## config.mk

```make
export PLATFORM = sky130hd
export DESIGN_NAME = control_unit_fsm
export DESIGN_NICKNAME = d
export VERILOG_FILES = /design/src/rtl/control_unit_fsm_pkg.sv /design/src/rtl/control_rom.sv /design/src/rtl/control_unit_fsm.sv
export SDC_FILE = /design/constraint.sdc
export NUM_CORES = 1
export LEC_CHECK = 0
export CORE_AREA = 3 3 48 50
export DETAILED_ROUTE_END_ITERATION = 7
export DIE_AREA = 0 0 51 53
export GPL_ROUTABILITY_DRIVEN = 0
export PLACE_DENSITY = 0.75
export SYNTH_ARGS = -nofsm -noshare
export SYNTH_HDL_FRONTEND = slang
export SYNTH_SLANG_ARGS = --single-unit
```

## constraint.sdc

```tcl
create_clock -name Clk -period 1.76 [get_ports Clk]
set_clock_uncertainty 0.2 [all_clocks]
set_input_delay 0.264 -clock Clk [delete_from_list [all_inputs] [get_ports Clk]]
set_output_delay 0.264 -clock Clk [all_outputs]
set_load 0.1 [all_outputs]
```

## src/rtl/control_unit_fsm_pkg.sv

```systemverilog
// -----------------------------------------------------------------------------
// control_unit_fsm_pkg
// Shared definitions for the multi-cycle control unit, the instruction encoder
// and the ALU:
//   - state_e     : state numbers (0..24) as seen on the State output and on
//                   the encoder's State_Sel output
//   - alu_op_e    : ALU operation codes driven on ALU_Op
//   - ctrl_word_t : decoded control word produced by control_rom
//   - is_exec_entry(): which State_Sel values are legal execute-entry states
// -----------------------------------------------------------------------------
package control_unit_fsm_pkg;

  localparam int unsigned STATE_W = 7;
  localparam int unsigned ALU_W   = 4;

  typedef enum logic [STATE_W-1:0] {
    ST_RESET    = 7'd0,
    ST_FETCH0   = 7'd1,
    ST_FETCH1   = 7'd2,
    ST_FETCH2   = 7'd3,
    ST_DECODE   = 7'd4,
    ST_ILLEGAL  = 7'd5,
    ST_ADDU     = 7'd6,
    ST_SW_ADDR  = 7'd7,
    ST_SW_DATA  = 7'd8,
    ST_SW_MEM   = 7'd9,
    ST_BEQ      = 7'd11,
    ST_BEQ_TAKE = 7'd12,
    ST_LW_ADDR  = 7'd13,
    ST_LW_MEM   = 7'd14,
    ST_LW_WB    = 7'd15,
    ST_SUBU     = 7'd17,
    ST_ADDIU    = 7'd18,
    ST_SLTU     = 7'd19,
    ST_SLTIU    = 7'd20,
    ST_CLO      = 7'd21,
    ST_CLZ      = 7'd22,
    ST_AND      = 7'd23,
    ST_ANDI     = 7'd24
  } state_e;

  typedef enum logic [ALU_W-1:0] {
    ALU_ADD    = 4'd0,
    ALU_SUB    = 4'd1,
    ALU_AND    = 4'd2,
    ALU_SLTU   = 4'd3,
    ALU_CLO    = 4'd4,
    ALU_CLZ    = 4'd5,
    ALU_PASS_A = 4'd6
  } alu_op_e;

  typedef struct packed {
    logic    pc_ld;
    logic    ir_ld;
    logic    mar_ld;
    logic    mdr_ld;
    logic    rf_ld;
    logic    mov;
    logic    rw;       // 1 = read, 0 = write
    alu_op_e alu_op;
    logic    imm_sel;
    logic    illegal;
  } ctrl_word_t;

  // Execute-entry states the encoder is allowed to request from DECODE.
  function automatic logic is_exec_entry(input logic [STATE_W-1:0] sel);
    logic ok;
    ok = 1'b0;
    case (sel)
      ST_ADDU, ST_SW_ADDR, ST_BEQ, ST_LW_ADDR,
      ST_SUBU, ST_ADDIU, ST_SLTU, ST_SLTIU,
      ST_CLO, ST_CLZ, ST_AND, ST_ANDI: ok = 1'b1;
      default:                         ok = 1'b0;
    endcase
    return ok;
  endfunction

endpackage

```

## src/rtl/control_rom.sv

```systemverilog
// -----------------------------------------------------------------------------
// control_rom
// Purely combinational decode of the current state number into the control
// word. Any state not named below (including the unused codes) yields an
// all-zero word, which is also the reset-state word.
// Ports:
//   state_i : current state number
//   ctrl_o  : control word (load enables, memory request, ALU select, flags)
// -----------------------------------------------------------------------------
module control_rom
  import control_unit_fsm_pkg::*;
(
  input  logic [STATE_W-1:0] state_i,
  output ctrl_word_t         ctrl_o
);

  always_comb begin
    ctrl_o = '0;
    case (state_i)
      ST_FETCH0: begin
        ctrl_o.mar_ld = 1'b1;
        ctrl_o.alu_op = ALU_PASS_A;   // MAR <- PC through the ALU
      end
      ST_FETCH1: begin
        ctrl_o.mov    = 1'b1;
        ctrl_o.rw     = 1'b1;
        ctrl_o.mdr_ld = 1'b1;
      end
      ST_FETCH2: begin
        ctrl_o.ir_ld  = 1'b1;
        ctrl_o.pc_ld  = 1'b1;
        ctrl_o.alu_op = ALU_ADD;      // PC + 4
      end
      ST_ILLEGAL: ctrl_o.illegal = 1'b1;
      ST_ADDU: begin
        ctrl_o.rf_ld  = 1'b1;
        ctrl_o.alu_op = ALU_ADD;
      end
      ST_SUBU: begin
        ctrl_o.rf_ld  = 1'b1;
        ctrl_o.alu_op = ALU_SUB;
      end
      ST_ADDIU: begin
        ctrl_o.rf_ld   = 1'b1;
        ctrl_o.alu_op  = ALU_ADD;
        ctrl_o.imm_sel = 1'b1;
      end
      ST_SLTU: begin
        ctrl_o.rf_ld  = 1'b1;
        ctrl_o.alu_op = ALU_SLTU;
      end
      ST_SLTIU: begin
        ctrl_o.rf_ld   = 1'b1;
        ctrl_o.alu_op  = ALU_SLTU;
        ctrl_o.imm_sel = 1'b1;
      end
      ST_CLO: begin
        ctrl_o.rf_ld  = 1'b1;
        ctrl_o.alu_op = ALU_CLO;
      end
      ST_CLZ: begin
        ctrl_o.rf_ld  = 1'b1;
        ctrl_o.alu_op = ALU_CLZ;
      end
      ST_AND: begin
        ctrl_o.rf_ld  = 1'b1;
        ctrl_o.alu_op = ALU_AND;
      end
      ST_ANDI: begin
        ctrl_o.rf_ld   = 1'b1;
        ctrl_o.alu_op  = ALU_AND;
        ctrl_o.imm_sel = 1'b1;
      end
      // Effective address for loads and stores: base + immediate offset.
      ST_SW_ADDR, ST_LW_ADDR: begin
        ctrl_o.mar_ld  = 1'b1;
        ctrl_o.alu_op  = ALU_ADD;
        ctrl_o.imm_sel = 1'b1;
      end
      ST_SW_DATA: ctrl_o.mdr_ld = 1'b1;
      ST_SW_MEM: begin
        ctrl_o.mov = 1'b1;            // rw stays 0: write
      end
      ST_LW_MEM: begin
        ctrl_o.mov    = 1'b1;
        ctrl_o.rw     = 1'b1;
        ctrl_o.mdr_ld = 1'b1;
      end
      ST_LW_WB:  ctrl_o.rf_ld = 1'b1;
      ST_BEQ:    ctrl_o.alu_op = ALU_SUB;   // compare; result only feeds Cond
      ST_BEQ_TAKE: begin
        ctrl_o.pc_ld  = 1'b1;
        ctrl_o.alu_op = ALU_ADD;      // branch target
      end
      default: ctrl_o = '0;
    endcase
  end

endmodule

```

## src/rtl/control_unit_fsm.sv

```systemverilog
// -----------------------------------------------------------------------------
// control_unit_fsm
// Moore-type multi-cycle control unit. The state register advances through
// fetch, decode and a per-instruction execute sequence; every output is a
// decode of the registered state by control_rom.
// Ports:
//   Clk       : clock, all state changes on the rising edge
//   Reset     : synchronous active-high reset, overrides every transition
//   State_Sel : execute-entry state from the instruction encoder (0 = none)
//   MOC       : memory operation complete, sampled only in memory wait states
//   Cond      : ALU zero flag, consulted by BEQ
//   State     : current state number
//   PC_Ld, IR_Ld, MAR_Ld, MDR_Ld, RF_Ld : register load enables
//   MOV, RW   : memory request and direction (1 = read)
//   ALU_Op    : ALU operation select; Imm_Sel : ALU B from immediate
//   Illegal   : one-cycle pulse for an unrecognised instruction
// -----------------------------------------------------------------------------
module control_unit_fsm
  import control_unit_fsm_pkg::*;
(
  input  logic               Clk,
  input  logic               Reset,
  input  logic [STATE_W-1:0] State_Sel,
  input  logic               MOC,
  input  logic               Cond,
  output logic [STATE_W-1:0] State,
  output logic               PC_Ld,
  output logic               IR_Ld,
  output logic               MAR_Ld,
  output logic               MDR_Ld,
  output logic               RF_Ld,
  output logic               MOV,
  output logic               RW,
  output logic [ALU_W-1:0]   ALU_Op,
  output logic               Imm_Sel,
  output logic               Illegal
);

  state_e     state_q;
  state_e     state_d;
  ctrl_word_t ctrl;

  always_ff @(posedge Clk) begin
    if (Reset) begin
      state_q <= ST_RESET;
    end else begin
      state_q <= state_d;
    end
  end

  always_comb begin
    state_d = ST_RESET;
    case (state_q)
      ST_RESET:    state_d = ST_FETCH0;
      ST_FETCH0:   state_d = ST_FETCH1;
      ST_FETCH1:   state_d = MOC ? ST_FETCH2 : ST_FETCH1;
      ST_FETCH2:   state_d = ST_DECODE;
      // State_Sel only matters here; unrecognised codes trap to ILLEGAL.
      ST_DECODE:   state_d = is_exec_entry(State_Sel) ? state_e'(State_Sel)
                                                      : ST_ILLEGAL;
      ST_ILLEGAL:  state_d = ST_FETCH0;
      ST_ADDU, ST_SUBU, ST_ADDIU, ST_SLTU, ST_SLTIU,
      ST_CLO, ST_CLZ, ST_AND, ST_ANDI:
                   state_d = ST_FETCH0;
      ST_SW_ADDR:  state_d = ST_SW_DATA;
      ST_SW_DATA:  state_d = ST_SW_MEM;
      ST_SW_MEM:   state_d = MOC ? ST_FETCH0 : ST_SW_MEM;
      ST_LW_ADDR:  state_d = ST_LW_MEM;
      ST_LW_MEM:   state_d = MOC ? ST_LW_WB : ST_LW_MEM;
      ST_LW_WB:    state_d = ST_FETCH0;
      ST_BEQ:      state_d = Cond ? ST_BEQ_TAKE : ST_FETCH0;
      ST_BEQ_TAKE: state_d = ST_FETCH0;
      // Unused codes (10, 16, 25..127) recover through RESET.
      default:     state_d = ST_RESET;
    endcase
  end

  control_rom u_control_rom (
    .state_i (state_q),
    .ctrl_o  (ctrl)
  );

  assign State   = state_q;
  assign PC_Ld   = ctrl.pc_ld;
  assign IR_Ld   = ctrl.ir_ld;
  assign MAR_Ld  = ctrl.mar_ld;
  assign MDR_Ld  = ctrl.mdr_ld;
  assign RF_Ld   = ctrl.rf_ld;
  assign MOV     = ctrl.mov;
  assign RW      = ctrl.rw;
  assign ALU_Op  = ctrl.alu_op;
  assign Imm_Sel = ctrl.imm_sel;
  assign Illegal = ctrl.illegal;

endmodule

```

==> out/results.ini, run 1 <==
[clock_network]
cts.sink_count=7
clock-root-buffer=clkbuf_4
numCtsBuffers=3
cts_buffer_depth=2
ctsHoldBuffers=0
cts_htree_levels=1

[placed_design]
dp_hpwl_um=2560
port_buffers=29
postPlaceCellArea_um2=1660

[yosys]
yosysWarnings=0
synthFlopType=dfxtp_1
synthDistinctLibCells=41
syn_area_um2=803
async_reset_ff_frac=0
yosysSeqAreaShare=0.174
synth_edf_count=0
syn_area_per_cell_um2=6.75
syn_inst=119
ys_ff_latch=7

[status]
run_status=did not finish
failing_step=global routing
tool.error=[ERROR DPL-0038] Utilization greater than 100%, impossible to legalize

[floorplanning]
die_w_um=51
start_util=0.414
die_height_um=53
io_pins=31
floorplan.rows=16

[grt]
grt_max_degree=13

[sta]
postGrtWorstEndpoint=PC_Ld
worst-ep-kind=top-level output

-- per-stage QoR --
| step | hold WS, ps | std cells | setup TNS (ps) | setup WS, ps |
|---|---|---|---|---|
| CTS | 436 | 206 | -2770 | -252 |
| global placement | 464 | 191 | -946 | -276 |
| detailed placement | 474 | 191 | -1680 | -486 |
| floorplan | 191 | 121 | -5560 | -659 |
-- Yosys cell counts, types with 2 or more instances --
| master | n | area [um2] |
|---|---|---|
| a21oi_1 | 15 | 75.1 |
| o21ai_0 | 4 | 20.0 |
| nand3_1 | 6 | 30.0 |
| nor2_1 | 14 | 52.6 |
| nand4b_1 | 2 | 17.5 |
| dfxtp_1 | 7 | 140 |
| o41ai_1 | 2 | 17.5 |
| clkbuf_1 | 3 | 11.3 |
| nor3_1 | 9 | 45.0 |
| buf_4 | 2 | 15.0 |
| nand2b_1 | 5 | 31.3 |
| a31oi_1 | 2 | 12.5 |
| o21ai_1 | 4 | 20.0 |
| xor2_1 | 3 | 26.3 |
| nand2_1 | 4 | 15.0 |
| nor2b_1 | 3 | 18.8 |
| nand3b_1 | 2 | 15.0 |
| o21a_1 | 2 | 15.0 |
| buf_2 | 6 | 30.0 |
| inv_1 | 2 | 7.51 |
| or2_1 | 2 | 12.5 |
-- cells by family after synthesis --
group / share of synthesized area
simple gates: 0.369
compound gates: 0.305
buf+inv: 0.103
flops: 0.174
xor+xnor: 0.0436
other cells: 0.00467
-- what timing repair did --
action / 4_1_cts
pin swaps: 10
hold endpoints to repair: 0
resized for setup: 24
buffers inserted: 11
setup endpoints to repair: 14
==> inputs of run 2 (changes only) <==
Settings changed: CORE_AREA 3 3 48 50 to 3 3 64 66, DIE_AREA 0 0 51 53 to 0 0 67 69, PLACE_DENSITY 0.75 to default, PLACE_DENSITY_LB_ADDON from default to 0.15.
==> run 2 against run 1 <==
Effect of this change:
- the flow now finishes, with violations (setup timing)
- synthesized cell count is the same
- area after synthesis unchanged
==> out/results.ini, run 2 <==
[sta]
period_minus_slack_ps=1980
timing.final.max_slew_violations=0
setup_viol=13
whs_ps=325
hold_viol_final=0
timing.setup.tns_ps=-2030
timing.fmax_mhz=505
rsz0062_at_grt=yes
worst_slack_ps=-221
period_share=1.13

[worst_setup_path]
critPathLaunch=State[2]
worstPathRequired_ps=1300
r2r_setup_slack_ps=-10
end_kind=primary output
start_kind=register
crit_type=register to primary output
ff2ff_path_depth=5
r2r_start=State[6]
r2r_end=State[3]
crit_fanout=9
endpoint=ALU_Op[1]
cp_data_arrival_time_ps=1520

[hold_path]
whs_path_depth=4
worstHoldPathType=primary input to register

[floorplanning]
core_um2=3630
dieArea_um2=4620
io_pins=31
die_height_um=69
start_util=0.221
die_w_um=67
floorplan.rows=22

[detailed_routing]
drt-initial-drc-count=55
post_drt_wl_per_cell_um=13.8
vias=1192
antenna_left=0
via_per_inst=4.85
drc=0
drt-pass1-iter-count=5
routed_wl_um=3390

[clock_network]
ctsHoldBuffers=0
cts_htree_levels=1
numCtsBuffers=3
cts.clk_slew.worst_paths_ps=40
clk_latency_ps=220
cts_buffer_depth=2
cts_tree=built
clock-root-buffer=clkbuf_8
cts.sink_count=7

[yosys]
yosysSeqAreaShare=0.174
yosysWarnings=0
synthDistinctLibCells=41
syn_area_um2=803
ys_ff_latch=7
async_reset_ff_frac=0
ys_top_cells_by_count=a21oi_1, nor2_1, nor3_1
synthFlopType=dfxtp_1
synth_top_area_frac=0.174
synth_top_area_cell=dfxtp_1
synth_edf_count=0
yosys-top-cells-area=dfxtp_1, a21oi_1, nor2_1, nor3_1, nand2b_1
syn_area_per_cell_um2=6.75
synth_most_common_cell=a21oi_1
syn_inst=119

[power]
leakagePower_uw=0.000812
netSwitchingFraction=0.314
ir_drop_v=0.000411
pwr-share-clk=0.379
p_int_uw=399
p_sw_uw=182
power_frac_comb=0.346
powerDensity_nw_per_um2=277
seqPwrFrac=0.274

[placed_design]
dp_hpwl_um=2440
postPlaceCellArea_um2=1760
dp_cells=221
port_buffers=29

[layout]
largest_register_ffs=7
final_cells=246
area_growth_pct=161
antennaDiodeCount=0
layout_commonest_cell=buf_4
design_area_um2=2100
layout.nets=210
drive_gt1_frac=0.646
most-common-layout-cells=buf_4, buf_12, a21oi_1

[grt]
grt_pass1_wl_um=5360
grt_usage=0.145
grt_max_degree=17
grt.overflow.total=0
antenna_found_initial=0
grt_pass1_vias=1170

[job]
drv_cap=0

[status]
run_status=complete, but fails checks
violations=setup timing

[run 2: cells by family (layout without fill, tap and decap cells)]
group / count (synthesis) / after routing / synth area share
AOI/OAI and AO/OA: 38 / 38 / 0.305
buffers and inverters: 16 / 93 / 0.103
DFF: 7 / 7 / 0.174
and+or+nand+nor: 53 / 53 / 0.369
xor gates and xnor gates: 4 / 4 / 0.0436
other: 1 / 3 / 0.00467
[run 2: power groups by stage]
stage / Combinational [uW] / Clock, uW / Sequential (uW)
after detailed placement: 186 / 0 / 162
after global routing: 213 / 237 / 160
after floorplan: 83.5 / 0 / 185
after global placement: 181 / 0 / 162
final: 201 / 221 / 160
after CTS: 192 / 223 / 161
[run 2: cell type report]
type	count	area (um2)
fill	335	1530
timing repair buffer	85	942
multi-input combinational	98	871
sequential	7	166
tap	48	60.1
clock buffer	4	45.0
inverter	4	15.0
[run 2: how the worst min path moves through the flow]
stage               slack (ps)  endpoint          from
floorplan                  190  State[4]  State_Sel[4]
global placement           440  State[1]      State[4]
detailed placement         430  State[1]      State[4]
CTS                        320  State[4]  State_Sel[4]
global route               330  State[4]  State_Sel[4]
finish                     320  State[4]  State_Sel[4]
[run 2: critical path, stage by stage, from the launching register on]
cell and delay [ps]:
dfxtp_4 370, buf_8 150, nor2b_4 200, nand3_2 130
o21a_1 160, nor2_4 100, buf_12 180
[run 2: what timing repair did]
item	CTS	global route
setup endpoints to repair	17	17
pin swaps	10	9
resized for setup	20	17
setup buffers	13	8
[run 2: metal layers]
| layer | routed length [um] | global-route usage | part of all wire |
|---|---|---|---|
| met1 | 1310 | 0.175 | 0.38 |
| met2 | 1880 | 0.250 | 0.55 |
| met3 | 113 | 0.0179 | 0.033 |
| met4 | 93 | 0.0631 | 0.027 |
| met5 | 0 | 0 | 0 |
[run 2: stage by stage]
step / worst slack (ps) / utilization / power [uW]
6_report: -221 / 0.578 / 581
3_5_place_dp: -390 / 0.483 / 348
3_3_place_gp: -263 / 0.483 / 344
2_1_floorplan: -659 / - / 268
5_1_grt: -266 / 0.578 / 610
4_1_cts: -221 / 0.543 / 575
Note: power is estimated with default switching activity, not from simulation.
==> inputs of run 3 (changes only) <==
Settings changed: PLACE_DENSITY_LB_ADDON 0.15 to default, SYNTH_HIERARCHICAL from default to 1.
==> run 3 against run 2 <==
Effect of this change:
- the flow still finishes with violations (setup timing)
- total power shrank 2.5%
- area after synthesis grew 21%
- maximum frequency grew 0.15%
- sequential cell count is the same
- clock power is essentially flat
- cell count grew 2.4%
- global-route usage grew 0.56 points
- sequential share of layout area shrank 0.32 points
- critical endpoint is now ALU_Op[0]
- largest cell class is now multi-input gates
- largest power group unchanged
==> out/results.ini, run 3 <==
[status]
run_status=complete, but fails checks
violations=setup timing

[sta]
timing.fmax_mhz=506
period_minus_slack_ps=1980
period_share=1.12
timing.setup.tns_ps=-1840
rsz0062_at_grt=yes
worst_slack_ps=-218
hold_viol_final=0
timing.final.max_slew_violations=0
setup_viol=13
whs_ps=333

[layout]
layout.nets=216
antennaDiodeCount=0
drive_gt1_frac=0.578
largest_register_ffs=7
layout_commonest_cell=buf_4
area_growth_pct=124
final_cells=252
most-common-layout-cells=buf_4, buf_12, buf_6

[yosys]
synth_top_area_cell=dfxtp_1
synth_top_area_frac=0.144
async_reset_ff_frac=0
syn_area_per_cell_um2=7.11
yosysWarnings=6
synthFlopType=dfxtp_1
syn_inst=137
synth_most_common_cell=nor2_1
yosysSeqAreaShare=0.144
syn_area_um2=975
ys_ff_latch=7
synth_edf_count=0
yosys-top-cells-area=dfxtp_1, o21ai_0, nor2_1, nand3_1, xor2_1
ys_top_cells_by_count=nor2_1, o21ai_0, nand2_1
synthDistinctLibCells=49

[detailed_routing]
post_drt_wl_per_cell_um=13.4
drt-initial-drc-count=43
drc=0
drt-pass1-iter-count=2
vias=1244
via_per_inst=4.94
routed_wl_um=3380
antenna_left=0

[worst_setup_path]
start_kind=register
end_kind=primary output
cp_data_arrival_time_ps=1510
ff2ff_path_depth=8
crit_type=register to primary output
worstPathRequired_ps=1300
crit_fanout=7

[power]
seqPwrFrac=0.286
netSwitchingFraction=0.305
ir_drop_v=0.000290
power_frac_comb=0.326
powerDensity_nw_per_um2=259
p_int_uw=394
p_sw_uw=173
leakagePower_uw=0.000792
pwr-share-clk=0.388

[floorplanning]
dieArea_um2=4620
die_w_um=67
start_util=0.268
io_pins=31
core_um2=3630
floorplan.rows=22
die_height_um=69

[grt]
grt_max_degree=16
antenna_found_initial=0
grt.overflow.total=0
grt_usage=0.151
grt_pass1_vias=1236
grt_pass1_wl_um=5690

[hold_path]
worstHoldPathType=primary input to register
whs_path_depth=2

[placed_design]
dp_hpwl_um=2560
port_buffers=29
dp_cells=236

[job]
drv_cap=0

[clock_network]
clock-root-buffer=clkbuf_8
cts.sink_count=7
cts_tree=built
cts.clk_slew.worst_paths_ps=40
ctsHoldBuffers=0
clk_latency_ps=220
numCtsBuffers=3
cts_htree_levels=1
cts_buffer_depth=2

==> run 3: timing repair <==
item / 4_1_cts / 5_1_grt
pin swaps: 8 / 4
endpoints found under the setup margin: 15 / 17
hold endpoints to repair: 0 / 0
resized for setup: 23 / 23
setup buffers: 7 / 5
==> run 3: kinds of logic after synthesis <==
kind of cell / Yosys count / synth area share
XOR/XNOR: 7 / 0.0629
buffers and inverters: 18 / 0.0988
AND/OR/NAND/NOR: 64 / 0.408
multiplexers: 2 / 0.0205
AO/OA/AOI/OAI: 37 / 0.258
other: 2 / 0.00771
flip-flops: 7 / 0.144
==> run 3: path summary, 6_finish.rpt <==
kind	start	slack, ps	endpoint
worst max-delay path	State[4]	-220	ALU_Op[0]
worst min-delay path	State_Sel[4]	330	State[4]
worst max register to register	State[3]	-10	State[1]
worst min register to register	State[5]	470	State[1]
==> run 3: layout make-up <==
type / count / area [um2]
fillers: 331 / 1450
inverters: 6 / 22.5
clock buffers: 4 / 45.0
multi-input cells: 113 / 1030
flip-flops and latches: 7 / 166
well taps: 48 / 60.1
repair buffers: 74 / 863
==> run 3: per-stage QoR <==
stage	power, uW	util	worst slack (ps)	instance area, um2
2_1_floorplan	262	-	-668	1230
3_3_place_gp	339	0.523	-267	1900
3_5_place_dp	342	0.523	-333	1900
4_1_cts	570	0.566	-222	2060
5_1_grt	598	0.602	-269	2190
6_report	567	0.602	-218	2190
==> run 3: critical path: stages, from the launching register on <==
cell	delay, ps
dfxtp_4	380
or2b_1	260
a211o_1	300
a21oi_4	160
buf_12	190
==> run 3: power by group through the flow <==
stage	Sequential [uW]	Clock, uW	Combinational (uW)
finish	162	220	185
global placement	164	0	175
CTS	162	227	181
floorplan	187	0	75.4
global route	163	239	196
detailed placement	164	0	178
==> run 3: layer usage <==
| metal | routed length [um] | up-vias | GRT usage |
|---|---|---|---|
| li1 | - | 630 | - |
| met1 | 1330 | 587 | 0.180 |
| met2 | 1920 | 23 | 0.276 |
| met3 | 96 | 4 | 0.0228 |
| met4 | 32 | 0 | 0.0293 |
| met5 | 0 | - | 0 |
